**config.mk**
```make
export PLATFORM = sky130hd
export DESIGN_NAME = pipe2_issue_ctrl
export DESIGN_NICKNAME = d
export VERILOG_FILES = /design/src/rtl/pipe2_pkg.sv /design/src/rtl/pipe2_instr_fifo.sv /design/src/rtl/pipe2_issue_ctrl.sv
export SDC_FILE = /design/constraint.sdc
export NUM_CORES = 1
export LEC_CHECK = 0
export ABC_AREA = 1
export BUFFER_PORTS_ARGS = -buffer_cell sky130_fd_sc_hd__buf_4
export CAP_MARGIN = 20
export CORE_MARGIN = 2
export CORE_UTILIZATION = 53
export CTS_CLUSTER_SIZE = 20
export DETAILED_ROUTE_END_ITERATION = 7
export MAX_ROUTING_LAYER = met4
export PLACE_DENSITY = 0.72
export SYNTH_ARGS = -nofsm -noshare
export SYNTH_HDL_FRONTEND = slang
export SYNTH_SLANG_ARGS = --single-unit
```
**constraint.sdc**
```tcl
create_clock -name clk -period 3.1 [get_ports clk]
set_clock_uncertainty 0.2 [all_clocks]
set_input_delay 0.31 -clock clk [delete_from_list [all_inputs] [get_ports clk]]
set_output_delay 0.31 -clock clk [all_outputs]
set_load 0.05 [all_outputs]
```
**src/rtl/pipe2_pkg.sv**
```systemverilog
// Shared types for the 2-stage issue controller in front of the ALU/memory
// pipeline: instruction field widths, the packed instruction record and the
// controller state encoding.
package pipe2_pkg;

  localparam int unsigned REG_W  = 4;
  localparam int unsigned FUNC_W = 4;
  localparam int unsigned ADDR_W = 8;

  // 24-bit instruction record, field order rs1..addr from MSB to LSB.
  typedef struct packed {
    logic [REG_W-1:0]  rs1;
    logic [REG_W-1:0]  rs2;
    logic [REG_W-1:0]  rd;
    logic [FUNC_W-1:0] func;
    logic [ADDR_W-1:0] addr;
  } instr_t;

  typedef enum logic [1:0] {
    IDLE  = 2'd0,
    RUN   = 2'd1,
    DRAIN = 2'd2
  } state_t;

endpackage

```
**src/rtl/pipe2_instr_fifo.sv**
```systemverilog
// Synchronous instruction FIFO with asynchronous active-high reset.
//   clk, rst      : clock, async reset (pointers and count cleared)
//   push, wdata   : write an entry; caller guarantees !full
//   pop           : drop the head entry; caller guarantees !empty
//   rdata         : current head entry (valid while !empty)
//   empty, full   : occupancy flags
// DEPTH must be a power of two so the pointers wrap by natural overflow.
module pipe2_instr_fifo
  import pipe2_pkg::*;
#(
  parameter int unsigned DEPTH = 4
) (
  input  logic   clk,
  input  logic   rst,
  input  logic   push,
  input  instr_t wdata,
  input  logic   pop,
  output instr_t rdata,
  output logic   empty,
  output logic   full
);

  localparam int unsigned AW = (DEPTH > 1) ? $clog2(DEPTH) : 1;

  instr_t        mem [DEPTH];
  logic [AW-1:0] wptr;
  logic [AW-1:0] rptr;
  logic [AW:0]   count;

  always_ff @(posedge clk or posedge rst) begin
    if (rst) begin
      wptr  <= '0;
      rptr  <= '0;
      count <= '0;
    end else begin
      if (push) wptr <= wptr + AW'(1);
      if (pop)  rptr <= rptr + AW'(1);
      case ({push, pop})
        2'b10:   count <= count + (AW+1)'(1);
        2'b01:   count <= count - (AW+1)'(1);
        default: ;
      endcase
    end
  end

  // Storage needs no reset: the count alone decides which entries are live.
  always_ff @(posedge clk) begin
    if (push) mem[wptr] <= wdata;
  end

  assign rdata = mem[rptr];
  assign empty = (count == '0);
  assign full  = (count == (AW+1)'(DEPTH));

endmodule

```
**src/rtl/pipe2_issue_ctrl.sv**
```systemverilog
// Instruction issue controller for the 4-stage ALU/memory pipeline.
// Buffers instructions in a FIFO, issues at most one per cycle and holds back
// any instruction whose rs1/rs2 matches a destination issued within the last
// HAZ_WIN cycles, so the datapath needs no forwarding.
//   clk, rst                 : clock, async active-high reset
//   in_valid/in_ready, in_*  : instruction input handshake and fields
//   flush                    : request drain (no new pushes, finish queued work)
//   issue_valid, issue_*     : registered issue to the datapath
//   busy                     : controller not IDLE
//   drain_done               : one-cycle pulse when a drain completes
//   issue_cnt, stall_cnt     : wrapping statistics counters
module pipe2_issue_ctrl
  import pipe2_pkg::*;
#(
  parameter int unsigned DEPTH   = 4,
  parameter int unsigned HAZ_WIN = 2,
  parameter int unsigned CNT_W   = 16
) (
  input  logic              clk,
  input  logic              rst,
  input  logic              in_valid,
  output logic              in_ready,
  input  logic [REG_W-1:0]  in_rs1,
  input  logic [REG_W-1:0]  in_rs2,
  input  logic [REG_W-1:0]  in_rd,
  input  logic [FUNC_W-1:0] in_func,
  input  logic [ADDR_W-1:0] in_addr,
  input  logic              flush,
  output logic              issue_valid,
  output logic [REG_W-1:0]  issue_rs1,
  output logic [REG_W-1:0]  issue_rs2,
  output logic [REG_W-1:0]  issue_rd,
  output logic [FUNC_W-1:0] issue_func,
  output logic [ADDR_W-1:0] issue_addr,
  output logic              busy,
  output logic              drain_done,
  output logic [CNT_W-1:0]  issue_cnt,
  output logic [CNT_W-1:0]  stall_cnt
);

  typedef struct packed {
    logic             v;
    logic [REG_W-1:0] rd;
  } sb_t;

  sb_t    sb [HAZ_WIN];
  state_t state;
  instr_t in_instr;
  instr_t head;
  logic   empty;
  logic   full;
  logic   push;
  logic   fire;
  logic   hazard;
  logic   sb_clear;

  assign in_instr = '{rs1: in_rs1, rs2: in_rs2, rd: in_rd, func: in_func, addr: in_addr};

  // Gated by rst so nothing is accepted during reset, and by flush so a held
  // flush cannot sneak a push in through the IDLE cycles between drains.
  assign in_ready = !rst && !full && (state != DRAIN) && !flush;
  assign push     = in_valid && in_ready;

  pipe2_instr_fifo #(
    .DEPTH (DEPTH)
  ) u_fifo (
    .clk   (clk),
    .rst   (rst),
    .push  (push),
    .wdata (in_instr),
    .pop   (fire),
    .rdata (head),
    .empty (empty),
    .full  (full)
  );

  always_comb begin
    hazard   = 1'b0;
    sb_clear = 1'b1;
    for (int unsigned i = 0; i < HAZ_WIN; i++) begin
      if (sb[i].v) begin
        sb_clear = 1'b0;
        if ((sb[i].rd == head.rs1) || (sb[i].rd == head.rs2)) hazard = 1'b1;
      end
    end
  end

  assign fire = !empty && !hazard && (state != IDLE);
  assign busy = (state != IDLE);

  always_ff @(posedge clk or posedge rst) begin
    if (rst) begin
      for (int unsigned i = 0; i < HAZ_WIN; i++) sb[i] <= '0;
      state       <= IDLE;
      issue_valid <= 1'b0;
      issue_rs1   <= '0;
      issue_rs2   <= '0;
      issue_rd    <= '0;
      issue_func  <= '0;
      issue_addr  <= '0;
      drain_done  <= 1'b0;
      issue_cnt   <= '0;
      stall_cnt   <= '0;
    end else begin
      sb[0] <= fire ? '{v: 1'b1, rd: head.rd} : '0;
      for (int unsigned i = 1; i < HAZ_WIN; i++) sb[i] <= sb[i-1];

      issue_valid <= fire;
      drain_done  <= 1'b0;
      if (fire) begin
        issue_rs1  <= head.rs1;
        issue_rs2  <= head.rs2;
        issue_rd   <= head.rd;
        issue_func <= head.func;
        issue_addr <= head.addr;
        issue_cnt  <= issue_cnt + CNT_W'(1);
      end
      if (!empty && hazard) stall_cnt <= stall_cnt + CNT_W'(1);

      case (state)
        IDLE: begin
          if (flush)     state <= DRAIN;
          else if (push) state <= RUN;
        end
        RUN: begin
          if (flush)                            state <= DRAIN;
          else if (empty && !push && sb_clear) state <= IDLE;
        end
        DRAIN: begin
          if (empty && sb_clear) begin
            drain_done <= 1'b1;
            state      <= IDLE;
          end
        end
        default: state <= IDLE;
      endcase
    end
  end

endmodule

```
[Word level (Yosys, flattened, before mapping)]
Memory sizes are Yosys's and may differ from the RTL's.
Cells that the tools add are included.
Operators by class
  add/subtract/negate cells: 6
  equal/unequal tests: 13
  mux-type cells: 18
  reduce and logical (&&, ||, !) cells: 23
Operators by type and width (count)
  adder 16 x 1 -> 16 bit (second input constant): 2
  == test 4 bit: 4
  logical AND 1 bit: 10
  2-to-1 mux 1 bit: 10
  2-to-1 mux 2 bit: 5
  logical NOT 1 bit: 6
  inequality test 3 bit (second input constant): 2
  one-hot mux 2 bit (3 select lines): 1
  one-hot mux 3 bit (2 select lines): 1
  2-to-1 mux 5 bit: 1
  adder 2 x 1 -> 2 bit (second input constant): 2
  == test 2 x 1 -> 1 bit (second input constant): 2
  == test 2 bit (second input constant): 2
  inequality test 2 bit (second input constant): 2
  nonzero test 2 bit: 2
  adder 3 x 1 -> 3 bit (second input constant): 1
  == test 3 bit (second input constant): 1
  logical NOT 3 bit: 1
  AND reduction 3 bit: 1
  subtractor 3 x 1 -> 3 bit (second input constant): 1
  logical NOT 2 bit: 1
  logical OR 1 bit: 2
Storage, ports and cells
  bits in registers: 77
  RAM bits: 96
  bits of input ports: 28
  output and inout bits: 60
  word-level logic and storage cells: 78
  memories kept: 1
Memories
  u_fifo.mem: words 4, width 24, rd ports 1, clocked after memory_dff 0, wr ports 1, line pipe2_instr_fifo.sv:25  | instr_t mem [DEPTH];

[Logic depth before layout (Yosys ltp)]
  depth in word-level cells: 12
  mapped depth: 21
  mapped depth without buffers: 19

[Modules after synthesis]
From an unflattened synthesis, not the netlist that was laid out.
Unflattened totals
  cell total of the unflattened synthesis: 838
  area, all modules: 8057.7 um^2
By module, submodules not included
  pipe2_instr_fifo: times used 1, cells an instance 330, area an instance 4331.7 um^2, sequential area each 3057.9 um^2
  pipe2_issue_ctrl: times used 1, cells an instance 508, area an instance 3726.1 um^2, sequential area each 1726.7 um^2

[Least setup slack after synthesis]
Ideal clock, no wire load.
  kind: flip-flop to flip-flop
  start point: register state[1]
  end point: memory u_fifo.mem[0][0] in the netlist's numbering, enable pin
  setup time: 0.405 ns
  arrival: 2.350 ns
  data required time: 2.495 ns
  path slack: 0.146 ns
  stages on the path, launching flop included: 8
  path buffers: 0
  period minus slack after synthesis: 2.954 ns
  path through: dfrtp_1 -> inv_1 -> nor2_1 -> nor3_1 -> nand2_1 -> inv_1 -> nand2_1 -> nor2_1
Between the ends
  word-level cells in the longest chain between the ends: 6
Ends and longest elaborated chain
  start: declaration: line pipe2_issue_ctrl.sv:47  | state_t state;
  start signal: assignment: line pipe2_issue_ctrl.sv:94  | state <= IDLE;
  start signal: assignment: line pipe2_issue_ctrl.sv:122  | if (flush) state <= DRAIN;
  start signal: assignment: line pipe2_issue_ctrl.sv:123  | else if (push) state <= RUN;
  inequality test 2 bit: line pipe2_issue_ctrl.sv:61  | assign in_ready = !rst && !full && (state != DRAIN) && !flush;
  logical AND 1 bit (2 in a row): line pipe2_issue_ctrl.sv:61
  named net in_ready: line pipe2_issue_ctrl.sv:22  | output logic in_ready,
  logical AND 1 bit: line pipe2_issue_ctrl.sv:62  | assign push = in_valid && in_ready;
  2-to-1 mux 1 bit: line pipe2_instr_fifo.sv:48  | if (push) mem[wptr] <= wdata;
  2-to-1 mux 1 bit (implied by the code): line pipe2_instr_fifo.sv:48
  end: declaration: line pipe2_instr_fifo.sv:25
The timed path passes the listed nets, and every way through them passes these cells.

[Worst setup path in the final report]
  start point: register u_fifo.rptr[0]
  end point: register u_fifo.count[2]
Between the ends
  word-level cells in the longest chain between the ends: 12
  elaborated cells on any way between the ends: 18
  those cells by class: 6 x eq/ne; 5 x mux; 6 x reduce/logical; 1 x memory
Ends and longest elaborated chain
  start: declaration: line pipe2_instr_fifo.sv:27  | logic [AW-1:0] rptr;
  start signal: assignment: line pipe2_instr_fifo.sv:37  | if (pop) rptr <= rptr + AW'(1);
  memory read (4 x 24 bit) *
  == test 4 bit: line pipe2_issue_ctrl.sv:83  | if ((sb[i].rd == head.rs1) || (sb[i].rd == head.rs2)) hazard = 1'b1;
  logical OR 1 bit: line pipe2_issue_ctrl.sv:83
  2-to-1 mux 1 bit: line pipe2_issue_ctrl.sv:83
  2-to-1 mux 1 bit: line pipe2_issue_ctrl.sv:81  | if (sb[i].v) begin
  2-to-1 mux 1 bit: line pipe2_issue_ctrl.sv:83
  2-to-1 mux 1 bit *: line pipe2_issue_ctrl.sv:81
  logical NOT 1 bit *: line pipe2_issue_ctrl.sv:88  | assign fire = !empty && !hazard && (state != IDLE);
  logical AND 1 bit * (2 in a row): line pipe2_issue_ctrl.sv:88
  named net fire: line pipe2_issue_ctrl.sv:53  | logic fire;
  == test 2 x 1 -> 1 bit / == test 2 bit (equally long branches): line pipe2_instr_fifo.sv:38  | case ({push, pop})
  one-hot mux 3 bit (2 select lines) / nonzero test 2 bit (equally long branches)
  end signal: assignment: line pipe2_instr_fifo.sv:39  | 2'b10: count <= count + (AW+1)'(1);
  end signal: assignment: line pipe2_instr_fifo.sv:40  | 2'b01: count <= count - (AW+1)'(1);
  end: declaration: line pipe2_instr_fifo.sv:28  | logic [AW:0] count;
The timed path passes the listed nets; every way through them passes the cells marked *.
A chain may end at the register's enable or synchronous reset.

==> impl_metrics.env <==
export IMPL_critPathMaxStageDelay_ns=0.43
export IMPL_cts_root_buf="clkbuf_16"
export IMPL_synth_cell_types=28
export IMPL_die_y_um=125
export IMPL_hpwl_um=10800
export IMPL_cp_num_buf_inv=4
export IMPL_wire_per_inst_um=16.1
export IMPL_cts_tree="yes"
export IMPL_maxCapViolCount=0
export IMPL_layout_drive_gt1_share_pct=16.3
export IMPL_fp_dieArea_mm2=0.0155
export IMPL_cp_arrival_ns=2.95
export IMPL_max_freq_mhz=350
export IMPL_yosysSeqAreaShare_pct=62.0
export IMPL_min_path_type="register to register"
export IMPL_final_max_slew_violation_count=0
export IMPL_num_vias=5981
export IMPL_drt_initial_drc_count=422
export IMPL_syn_inst=782
export IMPL_fin_util_pct=65.5
export IMPL_antenna_found_initial=0
export IMPL_crit_fanout=27
export IMPL_criticalPathCategory="register to register"
export IMPL_cts_sinks=172
export IMPL_drc_errors=0
export IMPL_setup_worst_path_end_class="register"
export IMPL_grt_pass1_wl_um=29000
export IMPL_ant_nets=0
export IMPL_grt_overflow_total=0
export IMPL_grt_pass1_vias=5844
export IMPL_globalplace_congestion=0.911
export IMPL_path_clk_slew_ns=0.06
export IMPL_syn_cell_area_mm2=0.00772
export IMPL_drt_pass1_iter_count=5
export IMPL_maxSlewHeadroom_pct=63.3
export IMPL_setup_violations=0
export IMPL_cts_buffers=17
export IMPL_yosysWarnings=0
export IMPL_worstMarginPinSlew_ns=0.550
export IMPL_fin_crit_ns=2.86
export IMPL_crit_path_top_delay_cell="dfrtp_1"
export IMPL_worst_path_dominant_cell_family="simple AND/OR/NAND/NOR gates"
export IMPL_multiInputGateArea_mm2=0.00254
export IMPL_die_w_um=125
export IMPL_final_common_cell="nand2_1"
export IMPL_mappedNetlistNets=818
export IMPL_htreeDepth=4
export IMPL_dpl_cell_area_mm2=0.00857
export IMPL_diodes=0
export IMPL_vias_per_cell=5.47
export IMPL_port_buffers=87
export IMPL_grt_use_total_pct=24.2
export IMPL_cts_buffer_depth=2
export IMPL_io_pins=88
export IMPL_start_util_pct=53.7
export IMPL_avgSynthCellArea_um2=9.87
export IMPL_worstSkewPairLatency_ns=0.42
export IMPL_required_ns=3.19
export IMPL_rows=44
export IMPL_ys_ff_latch=172
export IMPL_n_fill_cell=1099
export IMPL_area_growth_pct=22.0
export IMPL_p_leak_nw=4.23
export IMPL_cp_common_cell="nand2_1"
export IMPL_start_kind="register"
export IMPL_hold_viol_final=0
export IMPL_status="finished, final reports clean"
export IMPL_fin_crit_sh_pct=92.2
export IMPL_crit_chain="buf_12 -> nand2_1 -> nand3_1 -> nand2_1 -> nand2_1 -> nand2_1 -> nand2_1 -> inv_1 -> nand2_1 -> nand2_2 -> nand2_4 -> nand3_4 -> inv_1 -> ha_1 -> inv_1 -> fa_1 -> a21oi_1 -> o21ai_0 -> xor2_1"
export IMPL_wl_um=17600
export IMPL_grt_start_max_net_pins=77
export IMPL_fin_area_mm2=0.00942
export IMPL_ir_worst_vdd_v=0.000370
export IMPL_powerDensity_mw_per_mm2=485
export IMPL_cts_setup_buffers=0
export IMPL_core_area_mm2=0.0144
export IMPL_register_area_mm2=0.00478
export IMPL_layout_common_cells="nand2_1 (228), buf_4 (101), edfxtp_1 (96)"
export IMPL_final_nets=932
==> power by group <==
part / internal (mW) / switching (mW)
sequential: 2.42 / 0
combinational: 0.0463 / 0.0434
clock: 1.19 / 0.868
==> cells in the mapped netlist <==
cell type	count	area share, %
edfxtp_1	96	37
fa_1	1	0.26
nor2_1	63	3.1
nand2_4	4	0.58
buf_4	9	0.88
clkinv_1	2	0.097
or4_1	1	0.097
clkbuf_1	13	0.63
o21ai_0	36	2.3
nand2_2	1	0.081
ha_1	7	1.1
xor2_1	21	2.4
nand2_1	228	11
nand4_1	44	3.6
a21oi_1	1	0.065
dfrtp_1	76	25
buf_2	11	0.71
buf_6	1	0.15
inv_2	2	0.097
o22ai_1	12	0.97
nand3_4	1	0.23
nand3_1	62	4.0
nor3b_1	1	0.097
o2111ai_1	1	0.11
xnor2_1	11	1.2
inv_1	57	2.8
nor3_1	19	1.2
nand3_2	1	0.13
==> final timing paths <==
check / startpoint / endpoint / slack [ns] / depth (start not counted)
setup / recovery: u_fifo.rptr[0]$_DFFE_PP0P_ / u_fifo.count[2]$_DFFE_PP0P_ / 0.24 / 19
hold / removal: sb[7]$_DFF_PP0_ / sb[2]$_DFF_PP0_ / 0.23 / 0
setup reg to reg: u_fifo.rptr[0]$_DFFE_PP0P_ / u_fifo.count[2]$_DFFE_PP0P_ / 0.24 / 19
hold reg to reg: sb[7]$_DFF_PP0_ / sb[2]$_DFF_PP0_ / 0.23 / 0
max in group asynchronous: rst / issue_cnt[11]$_DFFE_PP0P_ / 1.99 / 4
min in group asynchronous: rst / issue_func[2]$_DFFE_PP0P_ / 0.37 / 4
==> logic make-up (layout without fill, tap and decap cells) <==
kind of cell               after synthesis  in the layout  synth area share, %
adders and majority gates                8              8                 1.39
and+or+nand+nor                        425            425                 24.2
buffers and inverters                   95            222                 5.33
xor gates and xnor gates                32             32                 3.63
DFF                                    172            172                 62.0
AOI/OAI and AO/OA                       50             50                 3.48
==> metrics by stage <==
stage | instances | worst slack, ns | TNS [ns] | hold WS (ns) | total power, mW
floorplan | 782 | 0.146 | 0 | 0.195 | 2.48
global placement | 1035 | 0.305 | 0 | 0.213 | 2.53
detailed placement | 1035 | 0.241 | 0 | 0.215 | 2.53
CTS | 1093 | 0.208 | 0 | 0.229 | 4.59
global route | 1093 | -0.00298 | -0.00298 | 0.244 | 4.72
finish | 1093 | 0.243 | 0 | 0.227 | 4.56
==> sequential cells by signal (all words and copies together) (netlist names), 2 cells and up <==
register,count
u_fifo.mem,96
issue_cnt,16
stall_cnt,16
sb,9
issue_addr,8
issue_func,4
issue_rd,4
issue_rs1,4
issue_rs2,4
u_fifo.count,3
state,2
u_fifo.rptr,2
u_fifo.wptr,2
==> repair_timing <==
action	CTS	global route
hold buffers	26	0
endpoints found under the setup margin	0	1
endpoints found under the hold margin	174	0
gates resized for setup	0	5
==> worst register-to-register path: stages, from the launching register on <==
cell     delay, ns
dfrtp_1       0.43
buf_12        0.20
nand2_1       0.09
nand3_1       0.14
nand2_1       0.10
nand2_1       0.07
nand2_1       0.05
nand2_1       0.05
inv_1         0.04
nand2_1       0.07
nand2_2       0.07
nand2_4       0.08
nand3_4       0.06
inv_1         0.08
ha_1          0.14
inv_1         0.07
fa_1          0.38
a21oi_1       0.14
o21ai_0       0.11
xor2_1        0.16
==> routing by layer <==
layer | GRT usage, % | part of all wire (%) | up-vias
met5 | - | 0 | -
met4 | 9.72 | 2.3 | 0
met3 | 5.37 | 5.7 | 37
met2 | 37.8 | 49 | 206
met1 | 30.9 | 43 | 2885
li1 | - | - | 2853
==> cell type report <==
class	instances	share of cell area [%]
clock buffers	18	4.56
clock inverters	14	1.54
inverters	61	2.46
multi-input cells	515	26.9
flip-flops and latches	172	50.8
well taps	184	2.45
repair buffers	129	11.2
Power figures use the tool's default switching activity.
